===== config.mk =====
export PLATFORM = sky130hd
export DESIGN_NAME = code_lock_ctrl
export DESIGN_NICKNAME = d
export VERILOG_FILES = /design/src/rtl/code_lock_pkg.sv /design/src/rtl/code_lock_ctrl_edge_detect.sv /design/src/rtl/code_lock_ctrl.sv
export SDC_FILE = /design/constraint.sdc
export NUM_CORES = 1
export LEC_CHECK = 0
export CORE_MARGIN = 2
export CORE_UTILIZATION = 55
export CTS_BUF_LIST = sky130_fd_sc_hd__clkbuf_8
export CTS_CLUSTER_SIZE = 20
export DETAILED_ROUTE_END_ITERATION = 8
export MAX_ROUTING_LAYER = met4
export PLACE_DENSITY = 0.8
export SETUP_SLACK_MARGIN = 0.3
export SYNTH_ARGS = -nofsm -noshare
export SYNTH_HDL_FRONTEND = slang
export SYNTH_SLANG_ARGS = --single-unit

===== constraint.sdc =====
create_clock -name clk_i -period 1.8 [get_ports clk_i]
set_input_delay 0.36 -clock clk_i [delete_from_list [all_inputs] [get_ports clk_i]]
set_output_delay 0.36 -clock clk_i [all_outputs]
set_load 0.01 [all_outputs]

===== src/rtl/code_lock_pkg.sv =====
`default_nettype none
// ============================================================================
//  Module      : code_lock_pkg
//  Description : Shared types and constants for the sequential code lock.
//                Holds the controller state enum, the digit width and small
//                constant helper functions for width derivation.
//  Revision    : 1.0 - initial release
// ============================================================================
package code_lock_pkg;

    // Width of one code digit (one hex switch nibble).
    localparam int DIGIT_W    = 4;

    // Width of the digit position counter and the largest entry length
    // that counter supports.
    localparam int IDX_W      = 3;
    localparam int MAX_DIGITS = 8;

    typedef enum logic [1:0] {
        S_ENTRY   = 2'd0,
        S_UNLOCK  = 2'd1,
        S_LOCKOUT = 2'd2
    } state_t;

    function automatic int max_int(input int a, input int b);
        return (a > b) ? a : b;
    endfunction

    // Bits needed to hold the values 0..n-1, never less than one bit.
    function automatic int cnt_width(input int n);
        return (n > 1) ? $clog2(n) : 1;
    endfunction

endpackage : code_lock_pkg
`default_nettype wire


===== src/rtl/code_lock_ctrl_edge_detect.sv =====
`default_nettype none
// ============================================================================
//  Module      : edge_detect
//  Description : Rising-edge detector. The input is delayed by one register
//                and rise_o is high for the cycle where the input is high
//                and the delayed copy is low. The reset value of the delayed
//                copy is a parameter: resetting it to 1 means a level that is
//                already high when reset releases is not reported as an edge.
//  Ports       : clk_i   - system clock
//                reset_i - synchronous active-high reset
//                sig_i   - level input (already synchronized)
//                rise_o  - one-cycle rising-edge indication
//  Revision    : 1.0 - initial release
// ============================================================================
module edge_detect #(
    parameter logic RESET_VAL = 1'b0
) (
    input  logic clk_i,
    input  logic reset_i,
    input  logic sig_i,
    output logic rise_o
);

    logic sig_q;

    always_ff @(posedge clk_i) begin
        if (reset_i) begin
            sig_q <= RESET_VAL;
        end else begin
            sig_q <= sig_i;
        end
    end

    assign rise_o = sig_i & ~sig_q;

endmodule : edge_detect
`default_nettype wire


===== src/rtl/code_lock_ctrl.sv =====
`default_nettype none
// ============================================================================
//  Module      : code_lock_ctrl
//  Description : Sequential combination-lock controller. One digit is set on
//                digit_i and confirmed with a rising edge of enter_i. After
//                NUM_DIGITS digits the whole sequence is judged: a correct
//                code opens an unlock window, a wrong one pulses error_o, and
//                MAX_FAILS consecutive wrong entries start a lockout period.
//  Ports       : clk_i        - system clock, rising edge
//                reset_i      - synchronous active-high reset
//                enter_i      - enter level (edge-detected internally)
//                cancel_i     - aborts a partially entered sequence
//                digit_i      - current digit value
//                unlocked_o   - high for UNLOCK_CYCLES after a correct entry
//                error_o      - one-cycle pulse on a failed entry
//                locked_out_o - high for LOCKOUT_CYCLES after MAX_FAILS fails
//                digit_idx_o  - digits accepted so far in this entry
//                fail_count_o - consecutive failed entries
//  Revision    : 1.0 - initial release
// ============================================================================
module code_lock_ctrl
    import code_lock_pkg::*;
#(
    parameter int                            NUM_DIGITS     = 2,
    parameter logic [NUM_DIGITS*DIGIT_W-1:0] CODE           = 8'h09,
    parameter int                            UNLOCK_CYCLES  = 50,
    parameter int                            MAX_FAILS      = 3,
    parameter int                            LOCKOUT_CYCLES = 100
) (
    input  logic                               clk_i,
    input  logic                               reset_i,
    input  logic                               enter_i,
    input  logic                               cancel_i,
    input  logic [DIGIT_W-1:0]                 digit_i,
    output logic                               unlocked_o,
    output logic                               error_o,
    output logic                               locked_out_o,
    output logic [IDX_W-1:0]                   digit_idx_o,
    output logic [$clog2(MAX_FAILS+1)-1:0]     fail_count_o
);

    localparam int CNT_W = cnt_width(max_int(UNLOCK_CYCLES, LOCKOUT_CYCLES));
    localparam int FC_W  = $clog2(MAX_FAILS + 1);

    localparam logic [CNT_W-1:0] C_UNLOCK_LOAD  = CNT_W'(UNLOCK_CYCLES - 1);
    localparam logic [CNT_W-1:0] C_LOCKOUT_LOAD = CNT_W'(LOCKOUT_CYCLES - 1);
    localparam logic [IDX_W-1:0] C_LAST_IDX     = IDX_W'(NUM_DIGITS - 1);
    localparam logic [FC_W-1:0]  C_MAX_FAILS    = FC_W'(MAX_FAILS);

    // ------------------------------------------------------------------
    // State and datapath registers
    // ------------------------------------------------------------------
    state_t              state_q,      state_d;
    logic [CNT_W-1:0]    cnt_q,        cnt_d;
    logic [IDX_W-1:0]    digit_idx_q,  digit_idx_d;
    logic                mismatch_q,   mismatch_d;
    logic [FC_W-1:0]     fail_count_q, fail_count_d;
    logic                unlocked_q,   unlocked_d;
    logic                error_q,      error_d;
    logic                locked_out_q, locked_out_d;

    logic                w_press;
    logic                w_fail_event;
    logic                w_digit_bad;
    logic                w_seq_bad;
    logic                w_last_digit;
    logic [DIGIT_W-1:0]  w_code_digits [MAX_DIGITS];

    // The enter history register resets high so that a key still held
    // while reset releases does not register as a press.
    edge_detect #(
        .RESET_VAL (1'b1)
    ) u_enter_edge (
        .clk_i   (clk_i),
        .reset_i (reset_i),
        .sig_i   (enter_i),
        .rise_o  (w_press)
    );

    // Unpack the code into a full-size table so it can be indexed directly
    // by the position counter; positions beyond NUM_DIGITS are never used.
    for (genvar g = 0; g < MAX_DIGITS; g++) begin : g_code_digits
        if (g < NUM_DIGITS) begin : g_used
            assign w_code_digits[g] = CODE[g*DIGIT_W +: DIGIT_W];
        end else begin : g_unused
            assign w_code_digits[g] = '0;
        end
    end

    assign w_digit_bad  = (digit_i != w_code_digits[digit_idx_q]);
    assign w_seq_bad    = mismatch_q | w_digit_bad;
    assign w_last_digit = (digit_idx_q == C_LAST_IDX);

    // ------------------------------------------------------------------
    // State register
    // ------------------------------------------------------------------
    always_ff @(posedge clk_i) begin
        if (reset_i) begin
            state_q      <= S_ENTRY;
            cnt_q        <= '0;
            digit_idx_q  <= '0;
            mismatch_q   <= 1'b0;
            fail_count_q <= '0;
            unlocked_q   <= 1'b0;
            error_q      <= 1'b0;
            locked_out_q <= 1'b0;
        end else begin
            state_q      <= state_d;
            cnt_q        <= cnt_d;
            digit_idx_q  <= digit_idx_d;
            mismatch_q   <= mismatch_d;
            fail_count_q <= fail_count_d;
            unlocked_q   <= unlocked_d;
            error_q      <= error_d;
            locked_out_q <= locked_out_d;
        end
    end

    // ------------------------------------------------------------------
    // Next-state logic
    // ------------------------------------------------------------------
    always_comb begin
        state_d      = state_q;
        cnt_d        = cnt_q;
        digit_idx_d  = digit_idx_q;
        mismatch_d   = mismatch_q;
        fail_count_d = fail_count_q;
        w_fail_event = 1'b0;

        case (state_q)
            S_ENTRY: begin
                if (cancel_i) begin
                    // Cancel wins over a simultaneous press.
                    digit_idx_d = '0;
                    mismatch_d  = 1'b0;
                end else if (w_press) begin
                    if (w_last_digit) begin
                        digit_idx_d = '0;
                        mismatch_d  = 1'b0;
                        if (!w_seq_bad) begin
                            state_d      = S_UNLOCK;
                            cnt_d        = C_UNLOCK_LOAD;
                            fail_count_d = '0;
                        end else if ((int'(fail_count_q) + 1) < MAX_FAILS) begin
                            fail_count_d = fail_count_q + FC_W'(1);
                            w_fail_event = 1'b1;
                        end else begin
                            fail_count_d = C_MAX_FAILS;
                            state_d      = S_LOCKOUT;
                            cnt_d        = C_LOCKOUT_LOAD;
                        end
                    end else begin
                        // A wrong digit is only remembered, so the entry
                        // always runs to full length and never reveals
                        // which position was wrong.
                        digit_idx_d = digit_idx_q + IDX_W'(1);
                        mismatch_d  = w_seq_bad;
                    end
                end
            end

            S_UNLOCK: begin
                if (cnt_q == '0) begin
                    state_d = S_ENTRY;
                end else begin
                    cnt_d = cnt_q - CNT_W'(1);
                end
            end

            S_LOCKOUT: begin
                if (cnt_q == '0) begin
                    state_d      = S_ENTRY;
                    fail_count_d = '0;
                end else begin
                    cnt_d = cnt_q - CNT_W'(1);
                end
            end

            default: begin
                state_d     = S_ENTRY;
                cnt_d       = '0;
                digit_idx_d = '0;
                mismatch_d  = 1'b0;
            end
        endcase
    end

    // ------------------------------------------------------------------
    // Output logic: computed from the upcoming state so the registered
    // outputs line up with the cycle the state is entered.
    // ------------------------------------------------------------------
    always_comb begin
        unlocked_d   = (state_d == S_UNLOCK);
        locked_out_d = (state_d == S_LOCKOUT);
        error_d      = w_fail_event;
    end

    assign unlocked_o   = unlocked_q;
    assign error_o      = error_q;
    assign locked_out_o = locked_out_q;
    assign digit_idx_o  = digit_idx_q;
    assign fail_count_o = fail_count_q;

endmodule : code_lock_ctrl
`default_nettype wire


==> metrics <==
Cell Area, Placed=between 0.0015 and 0.002 sq mm; clock power share=0.366; register area share after synthesis=0.3173; core footprint=between 0.002 and 0.0025 sq mm; final hold vios=0; worst-path fanout max=4; EDFF count, synth=0; die area=~0.0026 sq mm; startpoint class of the critical path=flip-flop; Root Driver=clkbuf_8; post-synthesis area per instance=9.220 sq um; Mapped Area=roughly 0.0012 sq mm; crit share post-route=0.9444; die height=about 51 um; Worst Path Required=1.96 ns; min Tclk post-route=around 1.7 ns; CTS max path bufs=2; layout cells sized above 1=0.4912; HP Class=reg -> reg; design area=about 0.0018 sq mm; cell with the most instances after synthesis=dfxtp_1; DR DRC count=0; Initial Util=0.5988; Synth top area share=0.3173; critical path arrival=between 1.5 and 2 ns; routed via count=1,269; DRC marker count from the first detailed-route iteration=53; LEAKAGE=around 0.00076 uW; CTS tree=built; Net Switching=~210 uW; slowest CP cell=dfxtp_4; Via density=6.409; post-DP HPWL=roughly 2.1 mm; asr flop ratio synth=0; first-pass GRT wire length=~6 mm; Critical Path End Type=flip-flop; Final GP Congestion=roughly 0.84; number of routed nets with antenna violations=0; post-synthesis cell type with the largest combined area=dfxtp_1; RSZ-0062 raised after global routing=yes; worst slew pin tran=0.4760 ns; Antenna diodes=0; Setup Skew=around 0.0026 ns; #FFs+latches synth=19; Net Sw Frac=0.2526; IO Pins=16; Setup WS post-layout=~0.10 ns; hold buffers post-CTS=0; final hold slack=0.4979 ns; critical path class=reg -> reg; Layout area overhead=52.19%; total track usage=0.3156; clock latency at the later pin of the worst-skew pair=between 0.2 and 0.3 ns; syn_nets=around 140; Peak VDD IR=around 0.00048 V; Buffers on Ports=15; crit path buf inv count=0; Combinational Power Share=0.130; Die Wd=about 50 um; relative slew slack=0.6822; largest net degree at the start of global routing=11; main flop type after synthesis=dfxtp_1; Synth top cells by count=dfxtp_1, nor2_1, a21oi_1, nand2b_1, inv_1; clock slew seen by the registers of the worst setup and hold paths=approximately 0.07 ns; initial antenna violation count=0; CTS Buf Count=3; vias in the first global route=about 1,200; top post-synthesis cells by area=dfxtp_1, nand2b_1, ha_1; Slowest Stage Delay on Critical Path=0.36 ns; Nets=around 180; Max Cap Viol=0; power density cells=approximately 460 mW/mm^2; synth unique cells=between 40 and 50; Crit path max-delay family=simple AND/OR/NAND/NOR gates; Max Fclk=between 500 and 600 MHz; Internal=between 600 and 700 uW; DR pass1 iterations=4; Core Rows=16; fin. max-slew vios=0; Synth Warn #=0; H-tree levels=1; crit path cell chain=nor3_4 > mux2i_4 > nand4_1 > o211a_1 > nor3b_2; clock sinks=19; Mapped Cells=130; Reg power frac=0.504; setup TNS=0 ns; outcome=complete, no violations; final setup fails=0; Placement Setup Slack=-0.2443 ns; WL final=between 3 and 4 mm; grt ovf=0; wire per inst=a little under 20 um
## tightest hold or removal path, cell delays in order, from the launching register on
cell and delay [ns]:
dfxtp_1 0.33, nand2b_1 0.07, a21oi_1 0.06
## flip-flops by register name (all words and copies together), names as in the netlist
signal / flops
digit_idx_o: 3
state_q: 2
cnt_q: 7
fail_count_o: 2
unlocked_o: 1
mismatch_q: 1
locked_out_o: 1
u_enter_edge.sig_q: 1
error_o: 1
## power groups by stage
| stage | Sequential (uW) | Clock [uW] | Combinational, uW |
|---|---|---|---|
| after floorplan | 435 | 0 | 37.5 |
| after global placement | 435 | 0 | 77.8 |
| after detailed placement | 435 | 0 | 79.3 |
| after CTS | 421 | 302 | 92.1 |
| after global routing | 421 | 323 | 114 |
| final | 421 | 306 | 108 |
## cell usage in the layout (no fill, tap or decap), drive strengths merged, types with 3 or more instances in the layout
cell type      count
a21oi             10
dfxtp             19
ha                 4
nand2              6
xnor2              4
nor3b              5
nor2              13
clkdlybuf4s50      4
nor3               5
inv                8
nand4              3
clkbuf             3
buf               24
nand2b             9
dlygate4sd2        9
nor2b              3
nand3              5
## layer usage
| layer | global-route usage | share of wire | vias up |
|---|---|---|---|
| met2 | 0.5154 | 0.50 | 85 |
| met3 | 0.08631 | 0.081 | 28 |
| met4 | 0.1351 | 0.044 | 0 |
| li1 | - | - | 564 |
| met5 | - | 0 | - |
| met1 | 0.3635 | 0.37 | 592 |
## layout make-up
type	instances	area [sq um]
clock buffer	3	41.29
inverter	7	26.28
timing repair buffer	39	331.6
multi-input combinational	102	985.9
sequential	19	401.6
clock inverter	1	3.754
fill	86	177.7
tap	27	33.78
## cells by family (layout without fill, tap and decap cells)
logic type,after synthesis,after routing,synth area share
multiplexers,2,2,0.01670
XOR/XNOR,4,4,0.02922
buffers and inverters,9,50,0.02819
adder cells (fa/ha/maj),4,4,0.04176
AND/OR/NAND/NOR,62,62,0.3497
flip-flops,19,19,0.3173
AO/OA/AOI/OAI,30,30,0.2171
## stage by stage
step / cells / total power, uW / utilization
after floorplan: 130 / 472.1 / -
after global placement: 180 / 512.4 / 0.7513
after detailed placement: 180 / 514.1 / 0.7513
after CTS: 194 / 814.5 / 0.8669
after global routing: 198 / 857.7 / 0.9113
final: 198 / 834.9 / 0.9113
## final timing paths
kind / depth (start not counted) / from / slack, ns / to
setup / recovery: 5 / digit_idx_o[0]$_SDFFE_PP0P_ / 0.10 / locked_out_o$_SDFF_PP0_
hold reg to reg: 2 / mismatch_q$_SDFFE_PP0P_ / 0.50 / mismatch_q$_SDFFE_PP0P_
hold / removal: 2 / mismatch_q$_SDFFE_PP0P_ / 0.50 / mismatch_q$_SDFFE_PP0P_
setup reg to reg: 5 / digit_idx_o[0]$_SDFFE_PP0P_ / 0.10 / locked_out_o$_SDFF_PP0_
## what timing repair did
action                                  CTS  global route
pin swaps                                16            11
endpoints found under the setup margin   22            18
gates cloned                              0             0
hold endpoints to repair                  0             0
gates resized for setup                  36            11
setup buffers                            10             4
(Power assumes the default switching activity.)
